<file path="src/rtl/mem_port_arbiter_pkg.sv">
// Shared definitions for the unified-memory port arbiter.
//   - Default address/data widths.
//   - Arbiter FSM state encodings.
package mem_port_arbiter_pkg;

   localparam int unsigned ARB_ADDR_W = 32;
   localparam int unsigned ARB_DATA_W = 32;

   typedef enum logic [1:0] {
      ARB_IDLE   = 2'd0,
      ARB_BUSY_D = 2'd1,
      ARB_BUSY_I = 2'd2
   } arb_state_e;

endpackage

</file>
<file path="src/rtl/mem_port_arbiter_req_tracker.sv">
// Per-requester completion tracker: done flag, drop flag and held result.
// Ports:
//   clk, rst   clock, asynchronous active-high reset
//   clear      clear done (pipeline advances, or redirect)
//   flush      discard the result of the transaction for this requester
//   busy       a transaction for this requester is in flight
//   complete   the in-flight transaction finishes on this edge
//   capture    store rdata into result on completion (loads / fetches)
//   rdata      memory read data
//   done       result available for the current pipeline step
//   result     last captured read data, held until the next capture
module mem_port_arbiter_req_tracker
   import mem_port_arbiter_pkg::*;
#(
   parameter int unsigned DATA_W = ARB_DATA_W
) (
   input  logic              clk,
   input  logic              rst,
   input  logic              clear,
   input  logic              flush,
   input  logic              busy,
   input  logic              complete,
   input  logic              capture,
   input  logic [DATA_W-1:0] rdata,
   output logic              done,
   output logic [DATA_W-1:0] result
);

   logic              done_q, done_d;
   logic              drop_q, drop_d;
   logic [DATA_W-1:0] result_q, result_d;
   logic              discard;

   always_ff @(posedge clk or posedge rst) begin
      if (rst) begin
         done_q   <= 1'b0;
         drop_q   <= 1'b0;
         result_q <= '0;
      end else begin
         done_q   <= done_d;
         drop_q   <= drop_d;
         result_q <= result_d;
      end
   end

   always_comb begin
      // A redirect landing on the completion edge discards the result too.
      discard  = drop_q | flush;
      done_d   = done_q;
      drop_d   = drop_q;
      result_d = result_q;
      if (clear) begin
         done_d = 1'b0;
      end
      if (complete) begin
         drop_d = 1'b0;
         if (!discard) begin
            done_d = 1'b1;
            if (capture) begin
               result_d = rdata;
            end
         end
      end else if (flush && busy) begin
         // Memory side still has to finish; remember to throw the data away.
         drop_d = 1'b1;
      end
   end

   assign done   = done_q;
   assign result = result_q;

endmodule

</file>
<file path="src/rtl/mem_port_arbiter.sv">
// Arbitrates one single-ported unified memory between IF (fetch) and MEM (load/store).
// Data requests win over fetches; one transaction at a time, held until mem_ready.
// Ports:
//   clk, rst                          clock, asynchronous active-high reset
//   if_req/if_addr/if_flush           fetch request, PC, redirect
//   if_done/if_rdata                  fetch complete for this step, fetched word
//   d_req/d_we/d_addr/d_wdata/d_wstrb data request (load/store)
//   d_done/d_rdata                    data access complete for this step, load data
//   stall                             freeze pipeline registers and PC
//   mem_req/mem_we/mem_addr/mem_wdata/mem_wstrb  memory request (registered)
//   mem_ready/mem_rdata               memory handshake and read data
module mem_port_arbiter
   import mem_port_arbiter_pkg::*;
#(
   parameter int unsigned ADDR_W = ARB_ADDR_W,
   parameter int unsigned DATA_W = ARB_DATA_W,
   parameter int unsigned STRB_W = DATA_W / 8
) (
   input  logic              clk,
   input  logic              rst,
   input  logic              if_req,
   input  logic [ADDR_W-1:0] if_addr,
   input  logic              if_flush,
   output logic              if_done,
   output logic [DATA_W-1:0] if_rdata,
   input  logic              d_req,
   input  logic              d_we,
   input  logic [ADDR_W-1:0] d_addr,
   input  logic [DATA_W-1:0] d_wdata,
   input  logic [STRB_W-1:0] d_wstrb,
   output logic              d_done,
   output logic [DATA_W-1:0] d_rdata,
   output logic              stall,
   output logic              mem_req,
   output logic              mem_we,
   output logic [ADDR_W-1:0] mem_addr,
   output logic [DATA_W-1:0] mem_wdata,
   output logic [STRB_W-1:0] mem_wstrb,
   input  logic              mem_ready,
   input  logic [DATA_W-1:0] mem_rdata
);

   arb_state_e        state_q, state_d;
   logic              mem_req_q, mem_req_d;
   logic              mem_we_q, mem_we_d;
   logic [ADDR_W-1:0] mem_addr_q, mem_addr_d;
   logic [DATA_W-1:0] mem_wdata_q, mem_wdata_d;
   logic [STRB_W-1:0] mem_wstrb_q, mem_wstrb_d;

   logic pend_d, pend_i;
   logic busy_d, busy_i;
   logic d_complete, i_complete;

   // State register, including the held memory request.
   always_ff @(posedge clk or posedge rst) begin
      if (rst) begin
         state_q     <= ARB_IDLE;
         mem_req_q   <= 1'b0;
         mem_we_q    <= 1'b0;
         mem_addr_q  <= '0;
         mem_wdata_q <= '0;
         mem_wstrb_q <= '0;
      end else begin
         state_q     <= state_d;
         mem_req_q   <= mem_req_d;
         mem_we_q    <= mem_we_d;
         mem_addr_q  <= mem_addr_d;
         mem_wdata_q <= mem_wdata_d;
         mem_wstrb_q <= mem_wstrb_d;
      end
   end

   // Next state: grant only from IDLE; BUSY holds mem_* until mem_ready.
   always_comb begin
      state_d     = state_q;
      mem_req_d   = mem_req_q;
      mem_we_d    = mem_we_q;
      mem_addr_d  = mem_addr_q;
      mem_wdata_d = mem_wdata_q;
      mem_wstrb_d = mem_wstrb_q;
      unique case (state_q)
         ARB_IDLE: begin
            if (pend_d) begin
               state_d     = ARB_BUSY_D;
               mem_req_d   = 1'b1;
               mem_we_d    = d_we;
               mem_addr_d  = d_addr;
               mem_wdata_d = d_wdata;
               mem_wstrb_d = d_wstrb;
            end else if (pend_i) begin
               state_d     = ARB_BUSY_I;
               mem_req_d   = 1'b1;
               mem_we_d    = 1'b0;
               mem_addr_d  = if_addr;
               mem_wstrb_d = '0;
            end
         end
         ARB_BUSY_D, ARB_BUSY_I: begin
            if (mem_ready) begin
               state_d   = ARB_IDLE;
               mem_req_d = 1'b0;
            end
         end
         default: begin
            state_d   = ARB_IDLE;
            mem_req_d = 1'b0;
         end
      endcase
   end

   // Outputs and request decode.
   always_comb begin
      pend_d     = d_req & ~d_done;
      pend_i     = if_req & ~if_done & ~if_flush;
      stall      = (if_req & ~if_done) | (d_req & ~d_done);
      busy_d     = (state_q == ARB_BUSY_D);
      busy_i     = (state_q == ARB_BUSY_I);
      d_complete = busy_d & mem_ready;
      i_complete = busy_i & mem_ready;
   end

   assign mem_req   = mem_req_q;
   assign mem_we    = mem_we_q;
   assign mem_addr  = mem_addr_q;
   assign mem_wdata = mem_wdata_q;
   assign mem_wstrb = mem_wstrb_q;

   // Done flags clear on the edge where the pipeline advances (stall low).
   mem_port_arbiter_req_tracker #(
      .DATA_W (DATA_W)
   ) u_d_track (
      .clk      (clk),
      .rst      (rst),
      .clear    (~stall),
      .flush    (1'b0),
      .busy     (busy_d),
      .complete (d_complete),
      .capture  (~mem_we_q),
      .rdata    (mem_rdata),
      .done     (d_done),
      .result   (d_rdata)
   );

   mem_port_arbiter_req_tracker #(
      .DATA_W (DATA_W)
   ) u_if_track (
      .clk      (clk),
      .rst      (rst),
      .clear    (~stall | if_flush),
      .flush    (if_flush),
      .busy     (busy_i),
      .complete (i_complete),
      .capture  (1'b1),
      .rdata    (mem_rdata),
      .done     (if_done),
      .result   (if_rdata)
   );

endmodule

</file>
<file path="config.mk">
export PLATFORM = sky130hd
export DESIGN_NAME = mem_port_arbiter
export DESIGN_NICKNAME = d
export VERILOG_FILES = /design/src/rtl/mem_port_arbiter_pkg.sv /design/src/rtl/mem_port_arbiter_req_tracker.sv /design/src/rtl/mem_port_arbiter.sv
export SDC_FILE = /design/constraint.sdc
export NUM_CORES = 1
export LEC_CHECK = 0
export CAP_MARGIN = 20
export CORE_MARGIN = 10
export CORE_UTILIZATION = 42
export DETAILED_ROUTE_END_ITERATION = 10
export GPL_ROUTABILITY_DRIVEN = 0
export MAX_ROUTING_LAYER = met4
export PLACE_DENSITY = 0.89
export SETUP_SLACK_MARGIN = 0.4
export SYNTH_ARGS = -nofsm -noshare
export SYNTH_HDL_FRONTEND = slang
export SYNTH_SLANG_ARGS = --single-unit
</file>
<file path="constraint.sdc">
create_clock -name clk -period 6.55 [get_ports clk]
set_input_delay 1.31 -clock clk [delete_from_list [all_inputs] [get_ports clk]]
set_output_delay 1.31 -clock clk [all_outputs]
set_load 0.05 [all_outputs]
</file>
# [Word-level counts from Yosys, hierarchy flattened]
# Cells that the tools add are included.
[totals] reg_bits=139 latch_bits=0 ramBits=0 mem_bits_ro=0 input_bits=139 output_inout_bits=137 memories=0
[op_classes] add_sub_neg=0 multipliers=0 div_mod_pow=0 n_lt_le_gt_ge=0 eq_ne=5 shifts=0 mux=21 n_bitwise=14 reduce_logical=10
[ops] op="32-bit two-way mux" n=2
[ops] op="1-bit two-way mux" n=12
[ops] op="2-bit AND reduction" n=5
[ops] op="4-bit two-way mux" n=2
[ops] op="2-bit two-way mux" n=3
[ops] op="1-bit inverter" n=6
[ops] op="1-bit AND" n=5
[ops] op="2-bit one-hot mux with 2 select lines" n=1
[ops] op="2-bit nonzero test" n=2
[ops] op="3-bit != test, second input constant" n=1
[ops] op="1-bit bitwise OR" n=3
[ops] op="2-bit by 1-bit == test with 1-bit output, second input constant" n=1
[ops] op="2-bit == test, second input constant" n=1
[ops] op="2-bit logical NOT" n=1
[ops] op="2-bit by 1-bit != test with 1-bit output, second input constant" n=1
[ops] op="2-bit != test, second input constant" n=1
[ops] op="1-bit one-hot mux with 2 select lines" n=1
[ops] op="2-bit OR reduction" n=1
[ops] op="1-bit logical AND" n=1

# [Logic depth before layout (Yosys ltp)]
[depth] word_depth=8 mapped_depth=6

# [By module]
# Synthesis repeated with hierarchy kept, for this count alone.
[hier_totals] hier_cells=370 hier_area_um2=6413.7
[by_module_without_submodules] module="mem_port_arbiter" n_inst=1 cells_each=216 area_each_um2=3553.4
[by_module_without_submodules] module="mem_port_arbiter_req_tracker" n_inst=2 cells_each=77 area_each_um2=1430.1

# [Worst setup path before layout]
# No wires, ideal clock.
[synth_path] path_type="input-to-output" from="input port d_req" to="output port stall" arrival_ns=1.818 required_time_ns=5.240 slack_ns=3.422 stages=2 path_buffers=0 cell_sequence="and2b_4 -> a21o_1"
[synth_via] elab_chain_len=2
[synth_lines] item="start: declaration" line_no="mem_port_arbiter.sv:26" source="input logic d_req,"
[synth_lines] item="1-bit AND" line_no="mem_port_arbiter.sv:115" source="stall = (if_req & ~if_done) | (d_req & ~d_done);"
[synth_lines] item="1-bit bitwise OR" line_no="mem_port_arbiter.sv:115"
[synth_lines] item="end: declaration" line_no="mem_port_arbiter.sv:33" source="output logic stall,"
# Every way passes these cells.

# [Worst setup path in the final report]
# Ends and elaborated chain as after synthesis.

==> metrics.yaml <==
cp.depth: 4
clock_sinks: 139
clock_skew_ns: 0.0161
ys_seq_area_share_pct: 58.5
worstRegToRegCells: 3
first_global_vias: 4630
h-tree-depth: 4
grt_use_total_pct: 17.8
fin_setup_tns_ns: 0
area_growth_pct: 58.3
critPathSlowestCell: "clkdlybuf4s50_1"
path_buf_inv: 2
seq_area_um2: 3480
start_kind: "input pin"
fmax_ghz: 0.233
fillers: 953
hold_start: "u_if_track.result[27]"
reg2reg_from: "u_if_track.done"
grt_overflow: 0
crit_required_ns: 5.24
min_path_type: "reg2reg"
critPathMaxStageDelay_ns: 0.82
synthTopCellsByCount: "dfrtp_1, mux2_4, mux2_1"
post_cts_buffers: 0
layout-drive-gt1-share_pct: 22.6
slew_violations: 0
path_clk_slew_ns: 0.05
yosys.area.top_type: "dfrtp_1"
rows: 43
detail_route.iter0.violations: 120
io_pins: 276
ant_nets: 0
place_hpwl_mm: 13.1
whs_ns: 0.485
viasPerCell: 4.82
synth_area_leaders: "dfrtp_1, mux2_4, mux2_1, mux2_2, buf_12"
fin_util_pct: 67.8
die_x_um: 139
avgSynthCellArea_um2: 16.9
numCtsBuffers: 17
drtPass1Iterations: 4
cpMostUsedCell: "clkdlybuf4s50_1"
drt-wirelength-per-cell_um: 20.3
nets: 775
power_density_nw_per_um2: 625
synth_top_area_share_pct: 58.5
status: "finished clean"
fp.coreArea_um2: 13900
rsz0062_at_grt: "no"
crit_family: "buffers and inverters"
finalHoldViolCount: 0
critPathMaxFanout: 6
drt_wl_total_mm: 16.8
worst_slack_ns: 2.27
worstPathCellList: "clkdlybuf4s50_1 > and2b_4 > a21o_1 > clkdlybuf4s50_1"
synth_cells: 352
cts-root-buf: "clkbuf_16"
worst_pin_slew_ns: 1.06
critPathArrivalTime_ns: 2.97
period_needed_ns: 4.28
multi_input_area_um2: 2290
crit_path_end: "stall"
ff2ff_setup_slack_ns: 4.34
yosys_warnings: 0
syn_nets: 494
ys_ff_latch: 139
fp.dieH_um: 139
ys.flop_type: "dfrtp_1"
crit_start: "d_req"
drc: 0
worstSetupPathType: "in2out"
clk_latency_ns: 0.42
post_dp_cell_area_um2: 8800
stdcell_area_um2: 9410
antenna_found_initial: 0
num_vias: 3984
async_flop_share_pct: 100
port_buffers: 275
drv_cap: 0
pre_cts_ws_ns: 2.27
peakVddDrop_mv: 0.382
cts_resized: 0
grt_pass1_wl_mm: 26.4
p_leak_nw: 4.12
grt_max_degree: 105
synthesis.area_um2: 5950
setup_violations: 0
synth_cell_types: 28
antenna_cells: 0
cts_hold_buf: 0
r2r_end: "mem_addr[31]"
cts_tree: "yes"
initial_core_util_pct: 42.8
die_area_um2: 19300
endpoint_kind: "primary output"
min_period_over_period_pct: 65.4
synth_edf_count: 0
cts.path.max_buffers: 2
max-slew-margin-rel_pct: 29.5
yosysMostFrequentCell: "dfrtp_1"
-- placed cells by master, fill, tap and decap left out, types with 2 or more instances in the layout --
cell,count
dfrtp_1,139
ha_1,3
mux2_1,56
mux2_2,45
inv_1,6
a21oi_1,4
mux2_4,59
nand2_1,2
clkinv_2,6
clkdlybuf4s50_1,275
buf_4,3
a22o_1,5
o21ai_0,2
clkinvlp_4,2
clkbuf_16,17
bufinv_16,4
-- power by group --
| group | leakage (nW) | switching (W) | internal [W] | total [W] |
|---|---|---|---|---|
| sequential | 1.68 | 0.000228 | 0.00129 | 0.00151 |
| clock | 0.302 | 0.000350 | 0.000643 | 0.000993 |
| combinational | 2.14 | 0.00208 | 0.00130 | 0.00338 |
| total | 4.12 | 0.00266 | 0.00323 | 0.00588 |
-- how the worst min path moves through the flow --
stage | to | slack, ns | depth (start not counted)
3_3_place_gp | u_if_track.result[4] | 0.47 | 1
6_report | u_if_track.result[27] | 0.48 | 1
4_1_cts | u_if_track.result[10] | 0.49 | 1
2_1_floorplan | u_if_track.drop_q | 0.51 | 2
5_1_grt | u_if_track.result[9] | 0.49 | 1
3_5_place_dp | u_if_track.result[10] | 0.47 | 1
-- routing by layer --
layer	wire [um]	vias up	track usage, %
met3	1160	22	6.58
met4	313	0	5.82
met2	8920	163	30.5
met1	6390	1969	18.6
met5	0	-	-
li1	-	1830	-
-- through the flow --
step	instances	total power, W
after floorplan	352	0.00379
after global placement	794	0.00485
after detailed placement	794	0.00494
after CTS	826	0.00595
after global routing	826	0.00613
final	826	0.00588
-- flip-flops by register name, indices dropped and copies added, names as in the netlist, 2 cells and up --
name,cells
mem_addr,32
mem_wdata,32
u_d_track.result,32
u_if_track.result,32
mem_wstrb,4
state_q,2
-- cells by family after synthesis --
group	count (synthesis)	share of synthesized area, %
simple gates	9	1.47
fa+ha+maj	3	0.631
compound gates	18	2.21
flops	139	58.5
mux	160	34.0
buf+inv	23	3.18
-- cell type report --
type                            instances  share of cell area [%]
Sequential cell                       139                    37.0
Timing Repair Buffer                  278                    29.5
Multi-Input combinational cell        190                    24.3
Clock buffer                           19                    4.71
Tap cell                              180                    2.39
Clock inverter                         13                    1.85
Inverter                                7                   0.332
No activity file was read; power rests on OpenSTA's default activity.
